[src/rtl/multimode_ff_bank_if.sv]
// Control, data and status bundle for the multimode flip-flop bank.
// The master drives the bank inputs; the slave is the register bank.
interface multimode_ff_bank_if #(
  parameter int WIDTH = 8,
  parameter int CNT_W = 8
) ();
  logic             en;
  logic [1:0]       mode;
  logic [WIDTH-1:0] a;
  logic [WIDTH-1:0] b;
  logic             clr_err;
  logic [WIDTH-1:0] q;
  logic [WIDTH-1:0] qbar;
  logic [WIDTH-1:0] changed;
  logic [WIDTH-1:0] sr_err;
  logic [CNT_W-1:0] act_cnt;

  modport master (
    output en, mode, a, b, clr_err,
    input  q, qbar, changed, sr_err, act_cnt
  );

  modport slave (
    input  en, mode, a, b, clr_err,
    output q, qbar, changed, sr_err, act_cnt
  );
endinterface

[src/rtl/multimode_ff_bank.sv]
// Bank of JK/SR/D/T flip-flops with enable, change flags,
// sticky SR-illegal flags and a saturating activity counter.
module multimode_ff_bank #(
  parameter int               WIDTH     = 8,
  parameter logic [WIDTH-1:0] RESET_VAL = '0,
  parameter int               CNT_W     = 8
) (
  input logic                clk,
  input logic                reset,
  multimode_ff_bank_if.slave bus
);

  typedef enum logic [1:0] {
    M_JK = 2'b00,
    M_SR = 2'b01,
    M_D  = 2'b10,
    M_T  = 2'b11
  } mode_e;

  localparam logic [CNT_W-1:0] CNT_MAX = '1;

  logic [WIDTH-1:0] r_q;
  logic [WIDTH-1:0] r_chg;
  logic [WIDTH-1:0] r_err;
  logic [CNT_W-1:0] r_cnt;

  mode_e            w_mode;
  logic [WIDTH-1:0] w_q_n;
  logic [WIDTH-1:0] w_ill;
  logic [WIDTH-1:0] w_diff;
  logic [WIDTH-1:0] w_err_set;

  assign w_mode = mode_e'(bus.mode);

  always_comb begin
    w_q_n = r_q;
    w_ill = '0;
    unique case (w_mode)
      M_JK: begin
        for (int i = 0; i < WIDTH; i++) begin
          unique case ({bus.a[i], bus.b[i]})
            2'b00: w_q_n[i] = r_q[i];
            2'b01: w_q_n[i] = 1'b0;
            2'b10: w_q_n[i] = 1'b1;
            2'b11: w_q_n[i] = ~r_q[i];
          endcase
        end
      end
      M_SR: begin
        for (int i = 0; i < WIDTH; i++) begin
          unique case ({bus.a[i], bus.b[i]})
            2'b00: w_q_n[i] = r_q[i];
            2'b01: w_q_n[i] = 1'b0;
            2'b10: w_q_n[i] = 1'b1;
            2'b11: begin
              w_q_n[i] = r_q[i];
              w_ill[i] = 1'b1;
            end
          endcase
        end
      end
      M_D:  w_q_n = bus.a;
      M_T:  w_q_n = r_q ^ bus.a;
    endcase
  end

  assign w_diff    = w_q_n ^ r_q;
  assign w_err_set = bus.en ? w_ill : '0;

  always_ff @(posedge clk) begin
    if (reset) begin
      r_q   <= RESET_VAL;
      r_chg <= '0;
      r_err <= '0;
      r_cnt <= '0;
    end else begin
      if (bus.en) begin
        r_q   <= w_q_n;
        r_chg <= w_diff;
        if (|w_diff && r_cnt != CNT_MAX)
          r_cnt <= r_cnt + 1'b1;
      end else begin
        r_chg <= '0;
      end
      // a fresh illegal input wins over a same-edge clear
      if (bus.clr_err)
        r_err <= w_err_set;
      else
        r_err <= r_err | w_err_set;
    end
  end

  assign bus.q       = r_q;
  assign bus.qbar    = ~r_q;
  assign bus.changed = r_chg;
  assign bus.sr_err  = r_err;
  assign bus.act_cnt = r_cnt;

endmodule

[src/flat_wrapper.sv]
// flat-port wrapper written by rule: the top's interface ports become plain ports
module multimode_ff_bank_flat 
#(
  parameter int               WIDTH     = 8,
  parameter logic [WIDTH-1:0] RESET_VAL = '0,
  parameter int               CNT_W     = 8
)
  (clk, reset, bus_en, bus_mode, bus_a, bus_b, bus_clr_err, bus_q, bus_qbar, bus_changed, bus_sr_err, bus_act_cnt);
  multimode_ff_bank_if #(.WIDTH(WIDTH), .CNT_W(CNT_W)) bus_i ();
  input logic clk;
  input logic reset;
  input wire logic [$bits(bus_i.en)-1:0] bus_en;
  input wire logic [$bits(bus_i.mode)-1:0] bus_mode;
  input wire logic [$bits(bus_i.a)-1:0] bus_a;
  input wire logic [$bits(bus_i.b)-1:0] bus_b;
  input wire logic [$bits(bus_i.clr_err)-1:0] bus_clr_err;
  output wire logic [$bits(bus_i.q)-1:0] bus_q;
  output wire logic [$bits(bus_i.qbar)-1:0] bus_qbar;
  output wire logic [$bits(bus_i.changed)-1:0] bus_changed;
  output wire logic [$bits(bus_i.sr_err)-1:0] bus_sr_err;
  output wire logic [$bits(bus_i.act_cnt)-1:0] bus_act_cnt;
  assign bus_i.en = bus_en;
  assign bus_i.mode = bus_mode;
  assign bus_i.a = bus_a;
  assign bus_i.b = bus_b;
  assign bus_i.clr_err = bus_clr_err;
  assign bus_q = bus_i.q;
  assign bus_qbar = bus_i.qbar;
  assign bus_changed = bus_i.changed;
  assign bus_sr_err = bus_i.sr_err;
  assign bus_act_cnt = bus_i.act_cnt;
  multimode_ff_bank #(.WIDTH(WIDTH), .RESET_VAL(RESET_VAL), .CNT_W(CNT_W)) u_core (.clk(clk), .reset(reset), .bus(bus_i));
endmodule
[config.mk]
export PLATFORM = sky130hd
export DESIGN_NAME = multimode_ff_bank_flat
export DESIGN_NICKNAME = d
export VERILOG_FILES = /design/src/rtl/multimode_ff_bank_if.sv /design/src/rtl/multimode_ff_bank.sv /design/src/flat_wrapper.sv
export SDC_FILE = /design/constraint.sdc
export NUM_CORES = 1
export LEC_CHECK = 0
export BUFFER_PORTS_ARGS = -buffer_cell sky130_fd_sc_hd__buf_4
export CORE_UTILIZATION = 48
export CTS_CLUSTER_SIZE = 16
export DETAILED_ROUTE_END_ITERATION = 10
export PLACE_DENSITY = 0.81
export SYNTH_ARGS = -nofsm -noshare
export SYNTH_HDL_FRONTEND = slang
export SYNTH_SLANG_ARGS = --single-unit
[constraint.sdc]
create_clock -name clk -period 2.2 [get_ports clk]
set_input_delay 0.11 -clock clk [delete_from_list [all_inputs] [get_ports clk]]
set_output_delay 0.11 -clock clk [all_outputs]
set_load 0.02 [all_outputs]
==> results.py, run 1 <==
metrics = {
    "outcome": {
        "status": "finished, violations left",
        "violations": "DRC",
    },
    "logic_synthesis": {
        "synth_area_per_cell_um2": 7.91,
        "synth_edf_count": 0,
        "synth_fp_nets": 339,
        "synth_compound_area_share_pct": 23.6,
        "synthXorXnorAreaFrac_pct": 0.379,
        "yosysSeqAreaShare_pct": 27.7,
        "synth_top_flop_cell": "dfxtp_1",
        "synthMuxAreaShare_pct": 4.66,
        "synth-simple-area-share_pct": 22.7,
        "synthAdderAreaFrac_pct": 13.5,
        "synth-async-reset-ratio_pct": 0,
        "synth.distinct_cells": 52,
        "synth_seq_cells": 32,
        "synth_warnings": 0,
        "synth_top_family_by_area": "compound AO/OA/AOI/OAI gates",
        "syn_area_um2": 2310,
        "syn_inst": 292,
    },
    "critical_path": {
        "worstSetupPathType": "reg -> reg",
        "r2r-end": "u_core.bus.act_cnt[4]",
        "r2r_cells": 7,
        "crit_fanout": 7,
        "required_ns": 2.37,
        "worstSetupEndpointType": "flip-flop",
        "reg2reg_slack_ns": 0.03,
        "r2r-start": "u_core.bus.q[5]",
        "worst_ep_arrival_time_ns": 2.34,
        "cp-start-kind": "flip-flop",
    },
    "die": {
        "dieArea_um2": 5100,
        "initial_core_util_pct": 51.3,
        "fp.dieH_um": 71.4,
        "core_area_um2": 4500,
        "die_w_um": 71.4,
        "pin_count": 62,
        "fp-row-count": 24,
    },
    "place": {
        "dp_hpwl_um": 4860,
        "gp_congestion": 0.914,
        "portBuffers": 61,
    },
    "global_route": {
        "grt_max_degree": 32,
        "grt_usage_pct": 26.7,
        "antenna_found_initial": 0,
        "first_global_vias": 2433,
        "overflow": 0,
        "grt_first_pass_wirelength_um": 10800,
    },
    "power": {
        "ir_worst_vdd_mv": 0.331,
        "p_leak_nw": 1.58,
        "powerDensity_nw_per_um2": 510,
    },
    "route": {
        "drc": 4,
        "vias": 2540,
        "drt-total-wl_um": 6670,
        "drt_iter0_drc": 215,
        "ant_nets": 0,
        "vias_per_cell": 5.66,
        "first_pass_iters": 8,
        "wire_per_inst_um": 14.9,
    },
    "timing": {
        "slew_headroom_pct": 60.1,
        "worst_slew_pin_slew_ns": 0.592,
        "period_share_pct": 98.6,
        "period_minus_slack_ns": 2.17,
        "hold_slack_ns": 0.193,
        "hold_violations": 0,
        "skew_ns": 0.0119,
        "fmax_mhz": 461,
        "finalSetupViolCount": 0,
        "rsz0062_at_grt": "true",
        "drv_slew": 0,
    },
    "finish": {
        "final_nets": 443,
        "layout_commonest_cell": "buf_4",
        "antenna_cells": 0,
        "layout_common_cells": "buf_4 (111), nor2_1 (31), a21oi_1 (31)",
        "layout-drive-gt1-share_pct": 34.3,
        "area_growth_pct": 43.4,
        "multi_input_area_um2": 1550,
        "n_fill_cell": 345,
        "utilization_pct": 73.6,
        "seqCellArea_um2": 651,
    },
    "clock_network": {
        "cts.sinks": 32,
        "htree_levels": 2,
        "ctsHoldBuffers": 0,
        "tritoncts": "built",
        "clkLatencyLatePin_ns": 0.29,
        "clock_path_buffers": 2,
        "cts_setup_buffers": 0,
        "clk_pin_slew_ns": 0.08,
        "cts-root-buf": "clkbuf_8",
        "cts_made_buffers": 5,
    },
    "job": {
        "max-cap-violations": 0,
    },
    "hold_path": {
        "hold_path_class": "in -> reg",
        "hold_depth": 3,
        "hp-start": "bus_en",
        "min_to": "u_core.bus.q[3]",
    },
}
[cell type report]
cell class | count | area share, %
multi-input combinational | 220 | 46.7
timing repair buffer | 111 | 25.1
sequential | 32 | 19.6
clock buffer | 8 | 3.66
inverter | 26 | 2.94
tap | 52 | 1.96
[cells in the mapped netlist (2+ instances only)]
master	count	area [um2]
buf_4	3	22.5
mux2_1	6	67.6
nor3b_1	3	22.5
mux2i_1	4	40.0
or3_1	4	25.0
nor2_1	31	116
o21ai_0	14	70.1
clkbuf_1	7	26.3
inv_1	25	93.8
nor3_1	3	15.0
nor2b_1	21	131
o22ai_1	2	12.5
a211oi_1	4	30.0
a221oi_1	2	17.5
a21oi_1	31	155
dfxtp_1	32	641
o221ai_1	6	52.6
nand3b_1	2	15.0
nand4_1	2	12.5
nand2b_1	4	25.0
a31oi_1	3	18.8
nand2_1	17	63.8
o211ai_1	2	15.0
a22oi_1	6	45.0
nand3_1	4	20.0
o32ai_1	3	26.3
buf_2	2	10.0
ha_1	25	313
[how the worst max path moves through the flow]
stage                                  endpoint       startpoint  cells past startpoint  slack (ns)
final                     u_core.bus.act_cnt[4]  u_core.bus.q[5]                      7        0.03
after global routing      u_core.bus.act_cnt[4]  u_core.bus.q[5]                      7       -0.07
after CTS                 u_core.bus.act_cnt[4]  u_core.bus.q[2]                      7      0.0009
after detailed placement  u_core.bus.act_cnt[4]         bus_b[5]                     10       -0.36
after global placement    u_core.bus.act_cnt[6]         bus_b[2]                     10       -0.19
after floorplan           u_core.bus.act_cnt[4]         bus_b[7]                     10       0.005
[sequential cells by signal, indices dropped and copies added (netlist names)]
register            cells
u_core.bus.sr_err       8
u_core.bus.changed      8
u_core.bus.act_cnt      8
u_core.bus.q            8
[kinds of logic (layout without fill, tap and decap cells)]
logic type	after synthesis	count (layout)
buffers and inverters	40	145
AOI/OAI and AO/OA	84	84
and+or+nand+nor	100	100
xor gates and xnor gates	1	1
muxes	10	10
DFF	32	32
adders and majority gates	25	25
[metrics by stage]
step / setup TNS, ns / worst slack [ns] / instances / area, um2 / power [mW]
after detailed placement: -2.01 / -0.360 / 441 / 3140 / 1.10
after global placement: -1.25 / -0.188 / 441 / 3140 / 1.08
final: 0 / 0.0313 / 449 / 3310 / 1.69
after global routing: -0.395 / -0.0721 / 449 / 3310 / 1.77
after CTS: 0 / 0.000867 / 449 / 3290 / 1.68
after floorplan: 0 / 0.00499 / 292 / 2320 / 0.874
[per-layer routing]
metal,routed length (um),GRT usage (%),share of wire [%]
met5,0,0,0
met4,121,7.78,1.8
met3,344,4.64,5.2
met2,3310,48.1,50
met1,2900,32.5,43
[critical path, cell delays in order (launching register included)]
cell	delay [ns]
dfxtp_2	0.37
inv_1	0.08
a2111oi_1	0.42
a311oi_2	0.12
a2111oi_2	0.32
and4_4	0.35
nor4b_2	0.07
mux2_1	0.33
[report_power, final]
group / total (mW) / internal (mW) / switching [mW]
sequential: 0.619 / 0.604 / 0.0148
clock: 0.585 / 0.354 / 0.231
combinational: 0.488 / 0.227 / 0.261
total: 1.69 / 1.18 / 0.507
[what timing repair did]
| item | in CTS | in global routing |
|---|---|---|
| cloned | 0 | 0 |
| setup endpoints to repair | 6 | 8 |
| resized for setup | 5 | 6 |
| pin swaps | 0 | 2 |
(Power assumes the default switching activity.)
==> run 2: changes to the inputs <==
--- a/config.mk
+++ b/config.mk
@@ -6,10 +6,10 @@
 export NUM_CORES = 1
 export LEC_CHECK = 0
 export BUFFER_PORTS_ARGS = -buffer_cell sky130_fd_sc_hd__buf_4
-export CORE_UTILIZATION = 48
+export CORE_UTILIZATION = 53
 export CTS_CLUSTER_SIZE = 16
 export DETAILED_ROUTE_END_ITERATION = 10
-export PLACE_DENSITY = 0.81
+export PLACE_DENSITY = 0.84
 export SYNTH_ARGS = -nofsm -noshare
 export SYNTH_HDL_FRONTEND = slang
 export SYNTH_SLANG_ARGS = --single-unit
==> constraint.sdc (replaced) <==
create_clock -name clk -period 2 [get_ports clk]
set_input_delay 0.1 -clock clk [delete_from_list [all_inputs] [get_ports clk]]
set_output_delay 0.1 -clock clk [all_outputs]
set_load 0.02 [all_outputs]
==> run 2 against run 1 <==
  * The run ends with setup timing left
  * Total power up 11%
  * Register-to-register slack got worse by 0.16 ns
  * Fmax is 1.8% higher
  * Setup slack lost 0.16 ns
  * Final cell count increased by 2.7%
  * Die area decreased by 9.2%
  * Critical path type unchanged
  * Critical endpoint is now u_core.bus.act_cnt[3]
  * Largest cell class unchanged
  * Highest routed layer unchanged
==> results.py, run 2 (synthesis gave the netlist of run 1 again) <==
metrics = {
    "hold_path": {
        "min_to": "u_core.bus.sr_err[6]",
        "hold_path_class": "in -> reg",
        "hp-start": "bus_clr_err",
        "hold_depth": 4,
    },
    "global_route": {
        "overflow": 0,
        "first_global_vias": 2544,
        "antenna_found_initial": 0,
        "grt_usage_pct": 35.0,
        "grt_max_degree": 32,
        "grt_first_pass_wirelength_um": 12100,
    },
    "clock_network": {
        "clock_path_buffers": 2,
        "clk_pin_slew_ns": 0.08,
        "cts_made_buffers": 5,
        "htree_levels": 2,
        "cts-root-buf": "clkbuf_8",
        "clkLatencyLatePin_ns": 0.30,
        "cts.sinks": 32,
        "tritoncts": "built",
    },
    "route": {
        "drt-total-wl_um": 8000,
        "wire_per_inst_um": 17.4,
        "vias_per_cell": 6.01,
        "drt_iter0_drc": 388,
        "first_pass_iters": 5,
        "drc": 0,
        "vias": 2772,
        "ant_nets": 0,
    },
    "power": {
        "powerDensity_nw_per_um2": 532,
        "p_leak_nw": 1.65,
        "ir_worst_vdd_mv": 0.478,
    },
    "critical_path": {
        "r2r-end": "u_core.bus.act_cnt[3]",
        "worstSetupEndpointType": "flip-flop",
        "reg2reg_slack_ns": -0.13,
        "r2r-start": "u_core.bus.q[2]",
        "max_stage_delay_ns": 0.37,
        "worst_ep_arrival_time_ns": 2.31,
        "cp-start-kind": "flip-flop",
        "worstSetupPathType": "reg -> reg",
        "slowest_stage": "and4_4",
        "cp_cell_sequence": "a21oi_2 > or3_4 > a31o_1 > a2111oi_4 > and4_4 > nor2_1 > mux2_1",
        "r2r_cells": 7,
        "crit_fanout": 7,
        "required_ns": 2.18,
    },
    "die": {
        "core_area_um2": 4090,
        "pin_count": 62,
        "dieArea_um2": 4630,
        "die_w_um": 68.0,
        "fp-row-count": 23,
        "fp.dieH_um": 68.0,
        "initial_core_util_pct": 56.6,
    },
    "timing": {
        "period_minus_slack_ns": 2.13,
        "slew_headroom_pct": 74.9,
        "fmax_mhz": 470,
        "worst_slew_pin_slew_ns": 0.377,
        "setup_slack_ns": -0.130,
        "finalSetupViolCount": 8,
        "hold_slack_ns": 0.177,
        "timing.setup.tns_ns": -0.745,
        "drv_slew": 0,
        "hold_violations": 0,
        "rsz0062_at_grt": "true",
        "skew_ns": 0.00943,
        "period_share_pct": 106,
    },
    "finish": {
        "layout_common_cells": "buf_4 (124), nor2_1 (31), a21oi_1 (27)",
        "layout_commonest_cell": "buf_4",
        "layout-drive-gt1-share_pct": 38.9,
        "n_fill_cell": 229,
        "final_nets": 457,
        "antenna_cells": 0,
        "fin_cells": 461,
        "area_growth_pct": 52.0,
    },
    "place": {
        "placed_cells": 453,
        "gp_congestion": 0.876,
        "portBuffers": 61,
        "dp_hpwl_um": 4970,
        "pre_cts_ws_ns": -0.413,
    },
    "outcome": {
        "status": "finished, violations left",
        "violations": "setup timing",
    },
    "job": {
        "max-cap-violations": 0,
    },
}
run 2: what timing repair did:
item,4_1_cts,5_1_grt
setup buffers,1,1
hold buffers,0,0
endpoints found under the setup margin,8,8
resized for setup,13,8
pin swaps,3,5
run 2: power breakdown:
| part | switching [mW] | internal (mW) | total, mW |
|---|---|---|---|
| sequential | 0.0173 | 0.663 | 0.680 |
| clock | 0.259 | 0.314 | 0.573 |
| combinational | 0.330 | 0.286 | 0.617 |
run 2: worst max-delay path by stage:
stage,start,end,slack [ns],cells after the start
after floorplan,u_core.bus.q[7],u_core.bus.act_cnt[6],-0.09,8
after global placement,bus_b[2],u_core.bus.act_cnt[5],-0.35,10
after detailed placement,bus_b[2],u_core.bus.act_cnt[5],-0.41,10
after CTS,u_core.bus.q[2],u_core.bus.act_cnt[7],-0.1,7
after global routing,u_core.bus.q[2],u_core.bus.act_cnt[0],-0.16,7
final,u_core.bus.q[2],u_core.bus.act_cnt[3],-0.13,7
run 2: metal layers:
metal / up-vias / routed length [um] / GRT usage [%]
li1: 1269 / - / -
met1: 1274 / 3110 / 42.8
met2: 183 / 3760 / 57.7
met3: 46 / 737 / 6.50
met4: 0 / 388 / 18.5
met5: - / 0 / 0
run 2: per-stage QoR:
step,power (mW),instance area (um2),utilization (%)
floorplan,0.965,2350,-
finish,1.87,3510,86.0
global route,1.94,3510,86.0
global placement,1.23,3290,80.6
detailed placement,1.24,3290,80.6
CTS,1.84,3470,85.0
run 2: layout make-up:
cell class              instances  area [um2]  area share, %
multi-input cells             220        1650           46.9
well taps                      50        62.6           1.78
clock buffers                   8         100           2.85
flip-flops and latches         32         656           18.7
inverters                      26        97.6           2.78
repair buffers                125         951           27.1
run 2: worst max-delay path, delay by kind of cell, from the launching register on:
kind            cells  cell delay, ns
mux                 1            0.32
simple gates        3            0.79
compound gates      3            0.55
flops               1            0.35
